--- config.mk ---
export PLATFORM = sky130hd
export DESIGN_NAME = spi_xfer_seq
export DESIGN_NICKNAME = d
export VERILOG_FILES = /design/src/rtl/spi_xfer_seq.sv
export SDC_FILE = /design/constraint.sdc
export NUM_CORES = 1
export LEC_CHECK = 0
export ABC_CLOCK_PERIOD_IN_PS = 2070
export CAP_MARGIN = 40
export CORE_MARGIN = 2
export CORE_UTILIZATION = 49
export CTS_CLUSTER_SIZE = 24
export DETAILED_ROUTE_END_ITERATION = 7
export PLACE_DENSITY = 0.76
export SYNTH_ARGS = -nofsm -noshare
export SYNTH_HDL_FRONTEND = slang
export SYNTH_SLANG_ARGS = --single-unit
--- constraint.sdc ---
create_clock -name clk_i -period 2.07 [get_ports clk_i]
set_input_delay 0.207 -clock clk_i [delete_from_list [all_inputs] [get_ports clk_i]]
set_output_delay 0.207 -clock clk_i [all_outputs]
set_load 0.01 [all_outputs]
--- src/rtl/spi_xfer_seq.sv ---
// -----------------------------------------------------------------------------
// spi_xfer_seq
//   Transfer sequencer for the SPI core datapath. Divides the system clock
//   down to SCK (honouring CPOL/CPHA), counts SCK edges per word and words per
//   transfer, and issues load/shift/sample strobes to the shift register. It
//   also owns chip-select framing, busy/last status and the word-level TX/RX
//   handshakes with the register/FIFO front-end.
//
// Parameters
//   DIV_WIDTH  width of the clock divider (SCK half-period = div_i+1 clocks)
//   TRL_WIDTH  width of the transfer-length field (words per transfer - 1)
//
// Ports
//   clk_i, rst_n_i      system clock, asynchronous active-low reset
//   en_i                core enable; low aborts any transfer
//   start_i             start pulse, accepted only when idle and enabled
//   div_i, cpol_i,
//   cpha_i, mode_i,
//   trl_i               transfer configuration, latched when start is accepted
//   tx_valid_i/tx_ready_o  TX word handshake (acceptance = load_o)
//   rx_valid_o/rx_ready_i  RX word handshake
//   load_o, shift_o,
//   sample_o            one-cycle strobes to the shift register
//   sck_o, cs_o         serial clock and chip-select (active high here)
//   busy_o, last_o      transfer in progress / current word is the final one
// -----------------------------------------------------------------------------
module spi_xfer_seq #(
    parameter int DIV_WIDTH = 16,
    parameter int TRL_WIDTH = 16
) (
    input  logic                 clk_i,
    input  logic                 rst_n_i,
    input  logic                 en_i,
    input  logic                 start_i,
    input  logic [DIV_WIDTH-1:0] div_i,
    input  logic                 cpol_i,
    input  logic                 cpha_i,
    input  logic [1:0]           mode_i,
    input  logic [TRL_WIDTH-1:0] trl_i,
    input  logic                 tx_valid_i,
    output logic                 tx_ready_o,
    output logic                 rx_valid_o,
    input  logic                 rx_ready_i,
    output logic                 load_o,
    output logic                 shift_o,
    output logic                 sample_o,
    output logic                 sck_o,
    output logic                 cs_o,
    output logic                 busy_o,
    output logic                 last_o
);

    typedef enum logic [2:0] {
        S_IDLE,
        S_LOAD,
        S_SETUP,
        S_XFER,
        S_HOLD
    } state_t;

    state_t               state;
    state_t               state_nx;

    logic [DIV_WIDTH-1:0] cnt;
    logic [5:0]           ecnt;
    logic [TRL_WIDTH-1:0] wcnt;
    logic                 sck_q;
    logic                 cs_q;
    logic                 rx_valid_q;

    // Latched configuration (pure data, no reset needed)
    logic [DIV_WIDTH-1:0] div_q;
    logic                 cpol_q;
    logic                 cpha_q;
    logic [1:0]           mode_q;

    logic                 timing_st;
    logic                 tick;
    logic [5:0]           last_edge;
    logic                 is_last_edge;
    logic                 edge_stb;
    logic                 leading;
    logic                 accept;
    logic                 tx_ready;
    logic                 load;
    logic                 busy;

    assign timing_st    = (state == S_SETUP) || (state == S_XFER) || (state == S_HOLD);
    assign tick         = timing_st && (cnt == div_q);
    assign is_last_edge = (ecnt == last_edge);
    assign edge_stb     = en_i && (state == S_XFER) && tick;
    // Even edge index = leading SCK edge of a bit period
    assign leading      = ~ecnt[0];
    assign accept       = (state == S_IDLE) && start_i && en_i;
    // A word may only be loaded once the previous RX word has been (or is
    // being) consumed, otherwise the shifter would overwrite it.
    assign tx_ready     = en_i && (state == S_LOAD) && (!rx_valid_q || rx_ready_i);
    assign load         = tx_ready && tx_valid_i;
    assign busy         = (state != S_IDLE);

    // Edges per word minus one: 2*bits-1 with bits = 32/16/8
    always_comb begin
        last_edge = 6'd63;
        case (mode_q)
            2'b01:   last_edge = 6'd31;
            2'b10:   last_edge = 6'd15;
            default: last_edge = 6'd63;
        endcase
    end

    always_comb begin
        state_nx = state;
        case (state)
            S_IDLE:  if (start_i) state_nx = S_LOAD;
            S_LOAD:  if (load) state_nx = S_SETUP;
            S_SETUP: if (tick) state_nx = S_XFER;
            S_XFER:  if (tick && is_last_edge) state_nx = S_HOLD;
            S_HOLD:  if (tick) state_nx = (wcnt == '0) ? S_IDLE : S_LOAD;
            default: state_nx = S_IDLE;
        endcase
        if (!en_i) state_nx = S_IDLE;
    end

    always_comb begin
        sample_o = 1'b0;
        shift_o  = 1'b0;
        if (edge_stb) begin
            if (!cpha_q) begin
                sample_o = leading;
                shift_o  = !leading && !is_last_edge;
            end else begin
                shift_o  = leading && (ecnt != 6'd0);
                sample_o = !leading;
            end
        end
    end

    always_ff @(posedge clk_i or negedge rst_n_i) begin
        if (!rst_n_i) begin
            state      <= S_IDLE;
            cnt        <= '0;
            ecnt       <= '0;
            wcnt       <= '0;
            sck_q      <= 1'b0;
            cs_q       <= 1'b0;
            rx_valid_q <= 1'b0;
        end else begin
            state <= state_nx;

            // Divider restarts on every state change so each phase is whole
            if ((state_nx != state) || !timing_st || tick) begin
                cnt <= '0;
            end else begin
                cnt <= cnt + 1'b1;
            end

            if (state_nx != S_XFER) begin
                ecnt <= '0;
            end else if (edge_stb) begin
                ecnt <= ecnt + 1'b1;
            end

            if (!en_i) begin
                wcnt <= '0;
            end else if (accept) begin
                wcnt <= trl_i;
            end else if ((state == S_HOLD) && tick && (wcnt != '0)) begin
                wcnt <= wcnt - 1'b1;
            end

            // sck_q is preloaded to the idle level before XFER is entered
            if (state != S_XFER) begin
                sck_q <= cpol_q;
            end else if (edge_stb) begin
                sck_q <= ~sck_q;
            end

            // CS rises on the first SETUP and stays up between words
            if (state_nx == S_IDLE) begin
                cs_q <= 1'b0;
            end else if (state_nx == S_SETUP) begin
                cs_q <= 1'b1;
            end

            if (!en_i) begin
                rx_valid_q <= 1'b0;
            end else if (edge_stb && is_last_edge) begin
                rx_valid_q <= 1'b1;
            end else if (rx_valid_q && rx_ready_i) begin
                rx_valid_q <= 1'b0;
            end
        end
    end

    always_ff @(posedge clk_i) begin
        if (accept) begin
            div_q  <= div_i;
            cpol_q <= cpol_i;
            cpha_q <= cpha_i;
            mode_q <= mode_i;
        end
    end

    // Idle level follows the live cpol_i only while idle; during a transfer
    // (including LOAD stalls) the latched polarity is used.
    assign sck_o      = !rst_n_i ? 1'b0 :
                        (state == S_XFER) ? sck_q :
                        busy ? cpol_q : cpol_i;
    assign cs_o       = cs_q;
    assign busy_o     = busy;
    assign last_o     = busy && (wcnt == '0);
    assign rx_valid_o = rx_valid_q;
    assign tx_ready_o = tx_ready;
    assign load_o     = load;

endmodule

# --- Word level (Yosys, flattened, before mapping) ---
# Index checks and enable logic that the tools add are counted.
# Widths: inputs -> output; s select.
classes:
  n_addsub: 3
  n_eq_ne: 14
  muxes: 29
  n_bitwise: 2
  reduce_logical: 33
op_table:
  columns: ["cell", "count"]
  rows:
  - ["$mux 16", 4]
  - ["$mux 3", 6]
  - ["$add 16x1->16 const B", 1]
  - ["$eq 16x16->1", 1]
  - ["$logic_and 1x1->1", 16]
  - ["$logic_not 16->1", 1]
  - ["$reduce_bool 16->1", 1]
  - ["$sub 16x1->16 const B", 1]
  - ["$mux 1", 15]
  - ["$pmux 3 s5", 1]
  - ["$mux 6", 2]
  - ["$pmux 6 s2", 1]
  - ["$eq 3x2->1 const B", 3]
  - ["$add 6x1->6 const B", 1]
  - ["$eq 6x6->1", 1]
  - ["$logic_not 3->1", 2]
  - ["$ne 3x1->1 const B", 2]
  - ["$ne 3x2->1 const B", 2]
  - ["$reduce_bool 2->1", 3]
  - ["$reduce_bool 6->1", 1]
  - ["$logic_or 1x1->1", 5]
  - ["$eq 3x1->1 const B", 1]
  - ["$eq 3x3->1 const B", 1]
  - ["$logic_not 1->1", 3]
  - ["other kinds (5)", 6]
word_totals:
  ff_bits: 64
  inputBits: 42
  out_inout_bits: 9
  word_cells: 92

# --- Logic depth before layout (Yosys ltp) ---
logic_depth:
  ltp_word: 12
  depth_mapped: 9
  mapped_depth_nobuf: 8

# --- Worst setup path before layout ---
# No wires, ideal clock.
synth_path:
  path_type: "reg2reg"
  start: "register state[1]"
  end: "register cpha_q, enable pin"
  setup_time_ns: 0.400
  t_arrival_ns: 1.808
  t_required_ns: 1.670
  path_slack_ns: -0.137
  stages_incl_launch_ff: 4
  n_path_buf: 0
  synth_period_minus_slack_ns: 2.207
  cell_sequence: "dfrtp_1 -> nor2_1 -> nand3b_1 -> nor2_1"
synth_via:
  elab_chain_cells: 3
synth_rtl:
  columns: ["item", "line", "text"]
  rows:
  - ["start: declaration", "61", "state_t state;"]
  - ["start signal: assignment", "148", "state <= state_nx;"]
  - ["$logic_not 3->1", "94", "assign accept = (state == S_IDLE) && start_i && en_i;"]
  - ["$logic_and 1x1->1 (2 in series)", "94", null]
  - ["net accept", "83", "logic accept;"]
  - ["end signal: assignment", "199", "cpha_q <= cpha_i;"]
  - ["end: declaration", "74", "logic cpha_q;"]
# The timed path passes the listed nets, and every way through them passes these cells.
# A chain may end at the register's enable or synchronous reset.

# --- Worst setup path in the final report ---
layout_path:
  start: "register cnt[15]"
  end: "output port shift_o"
layout_via:
  elab_chain_cells: 4
layout_rtl:
  columns: ["item", "line", "text"]
  rows:
  - ["start: declaration", "64", "logic [DIV_WIDTH-1:0] cnt;"]
  - ["start signal: assignment", "154", "cnt <= cnt + 1'b1;"]
  - ["$eq 16x16->1", "89", "assign tick = timing_st && (cnt == div_q);"]
  - ["$logic_and 1x1->1", "89", null]
  - ["$logic_and 1x1->1", "91", "assign edge_stb = en_i && (state == S_XFER) && tick;"]
  - ["$mux 1", "127", "if (edge_stb) begin"]
  - ["end: declaration", "45", "output logic shift_o,"]
# No other way between the ends.

==> results.toml <==
[outcome]
status = "complete, but fails checks"
violations = "hold timing, setup timing"

[timing]
finalSetupViolCount = 46
setup_ws_ns = -0.318
maxSlewViolCount = 0
fin_crit_sh_pct = 115
fmax_ghz = 0.419
fin_skew_ns = 0.0123
rsz0062_at_grt = "true"
relSlewSlack_pct = 60.6
worst_hold_slack_ns = -0.00807
layout_min_cycle_time_ns = 2.39
worstMarginPinSlew_ns = 0.591
finalHoldViolations = 6

[global_routing]
grt_pass1_vias = 3302
grt_pass1_wl_um = 15200
grt_usage_pct = 25.1
antenna_found_initial = 0
grt-ovfl-total = 0
grt_max_degree = 45

[logic_synthesis]
synth_seq_cells = 64
async_flop_share_pct = 68.8
synth_nets = 384
synth_cell_types = 60
synth_flop_cell = "dfrtp_1"
netlist_area_um2 = 3560
synth_edf_count = 20
synth.avg_cell_area_um2 = 10.6
synthCells = 337
yosysWarnings = 0
ys_seq_area_share_pct = 47.8

[place]
gp_congestion = 0.840
hpwl_um = 6210
dp_cells = 546
place.port_buffers = 50
dpl_worst_slack_ns = -0.386

[final_layout]
multi_input_area_um2 = 2250
layout-drive-gt1-share_pct = 39.1
final_nets = 523
n_fill_cell = 459
register_area_um2 = 1700
antenna_cells = 0
synthToLayoutAreaGrowth_pct = 56.8
final_cell_count_no_fill = 580

[die]
die_height_um = 89.2
io_pins = 51
dieWidth_um = 89.2
die-area_um2 = 7960
coreArea_um2 = 7140
start_util_pct = 49.9
rows = 31

[clocking]
path_clk_slew_ns = 0.08
cts_hold_buf = 0
cts_sinks = 64
cts_made_buffers = 9
cts_tree = "built"
h-tree-depth = 3
cts_root_buf = "clkbuf_8"
clock_latency_ns = 0.36
cts.path.max_buffers = 2

[min_path]
min_path_type = "input port to async pin"

[flow_run]
cap_viol_max_count = 0

[routing]
initialDrtViolationCount = 201
wl_per_cell_um = 19.0
via_count = 3328
wl_um = 11000
first_pass_iters = 5
drc_errors = 0
vias_per_cell = 5.74
antenna_left = 0

[worst_setup_path]
rrSetupSlack_ns = -0.22
required_ns = 1.86
path_cells = "xor2_2 -> nor4_4 -> nand2_2 -> or4_4 -> nor2_1 -> buf_2"
start_kind = "flop"
crit_path_top_delay_cell = "or4_4"
cp_top_family = "simple AND/OR/NAND/NOR gates"
worst-path-buf-inv = 1
path_max_fanout = 2
critPathKind = "flop to output port"
slowest_delay_ns = 0.52
crit_arrival_ns = 2.18
worst_setup_path_end_kind = "output port"

[power]
sw_frac_of_total_pct = 28.9
power_density_nw_per_um2 = 566
p_comb_share_pct = 19.2
vdd_drop_max_mv = 0.359
power_frac_seq_pct = 44.6
power.share.clock_pct = 36.2
p_switching_uw = 911
p_leak_nw = 2.31
p_int_mw = 2.25
## stage by stage
| stage | power [mW] | TNS [ns] | hold slack (ns) | util, % | instance area, um2 |
|---|---|---|---|---|---|
| finish | 3.16 | -6.04 | -0.00807 | 78.2 | 5580 |
| CTS | 3.07 | -1.97 | 0.00731 | 73.1 | 5220 |
| detailed placement | 1.90 | -3.96 | 0.382 | 65.6 | 4680 |
| floorplan | 1.65 | -0.0687 | -0.0886 | - | 3570 |
| global placement | 1.89 | -2.44 | 0.373 | 65.6 | 4680 |
| global route | 3.26 | -9.82 | 0.0279 | 78.2 | 5580 |
## registers in the layout (all words and copies together) (netlist names)
name	flops
cnt	16
cpha_q	1
mode_q	2
cs_o	1
cpol_q	1
wcnt	16
div_q	16
rx_valid_o	1
state	3
sck_q	1
ecnt	6
## layer usage
layer / vias to the layer above / global-route usage, % / wire (um)
met3: 44 / 4.52 / 603
met4: 0 / 11.8 / 528
met5: - / 0 / 0
met1: 1620 / 29.0 / 4220
met2: 153 / 45.0 / 5660
li1: 1511 / - / -
## cells in the mapped netlist (9+ instances only)
cell type / number / area share (%)
inv_1: 14 / 1.5
nand2_1: 22 / 2.3
edfxtp_1: 20 / 17
nand3_1: 13 / 1.8
nor2_1: 29 / 3.1
xnor2_1: 21 / 5.2
o21ai_0: 12 / 1.7
dfrtp_1: 44 / 31
xor2_1: 22 / 5.4
a21oi_1: 9 / 1.3
nor3_1: 15 / 2.1
## final timing paths
path                            startpoint        to  cells after the start
worst max-delay path               cnt[15]   shift_o                      6
worst min-delay path               rst_n_i  wcnt[12]                      2
worst max register to register    div_q[8]   wcnt[7]                      7
worst min register to register      cpol_q     sck_q                      2
max in group asynchronous          rst_n_i   cnt[11]                      2
min in group clk_i                div_i[0]  div_q[0]                      1
## final cells by class
cell class / count / share of cell area [%]
clock buffers: 10 / 2.47
inverters: 14 / 0.942
repair buffers: 137 / 22.3
multi-input cells: 250 / 40.4
clock inverters: 6 / 1.21
flip-flops and latches: 64 / 30.5
well taps: 99 / 2.22
## worst reg2reg max path: stages, from the launching register on
cell and delay [ns]:
edfxtp_1 0.39, xor2_1 0.18, nor4_2 0.35, buf_4 0.17, and3b_2 0.30, nand3_4 0.15
or4_1 0.51, a31oi_1 0.17
## layout by cell type (no fill, tap or decap), types with 6 or more instances in the layout
master and count:
buf_4 64, dfrtp_1 44, clkdlybuf4s50_1 42, nand2_1 21, xor2_1 20, edfxtp_1 20, buf_6 20, xnor2_1 19
nor2_4 16, inv_1 13, nor2_1 11, nand3_1 11, o21ai_0 11, nor4_4 10, clkbuf_8 10, nor3_2 8
a31oi_1 8, a21oi_1 6
## power groups by stage
stage	logic, mW	registers, mW	clock network, mW
CTS	0.534	1.40	1.13
global route	0.645	1.41	1.20
global placement	0.469	1.42	0
detailed placement	0.479	1.42	0
floorplan	0.230	1.42	0
finish	0.607	1.41	1.14
## cell families after synthesis
family	count (synthesis)	share of synthesized area (%)
DFF	64	47.8
adders and majority gates	5	1.76
buffers and inverters	24	3.02
and+or+nand+nor	137	23.9
xor gates and xnor gates	43	10.6
AOI/OAI and AO/OA	59	11.4
muxes	5	1.48
## timing repair
action | 4_1_cts | 5_1_grt
pin swaps | 35 | 53
gates resized for setup | 61 | 72
gates cloned | 2 | 0
endpoints found under the setup margin | 46 | 48
hold endpoints to repair | 0 | 0
setup buffers | 13 | 7
No activity file was read; power rests on OpenSTA's default activity.
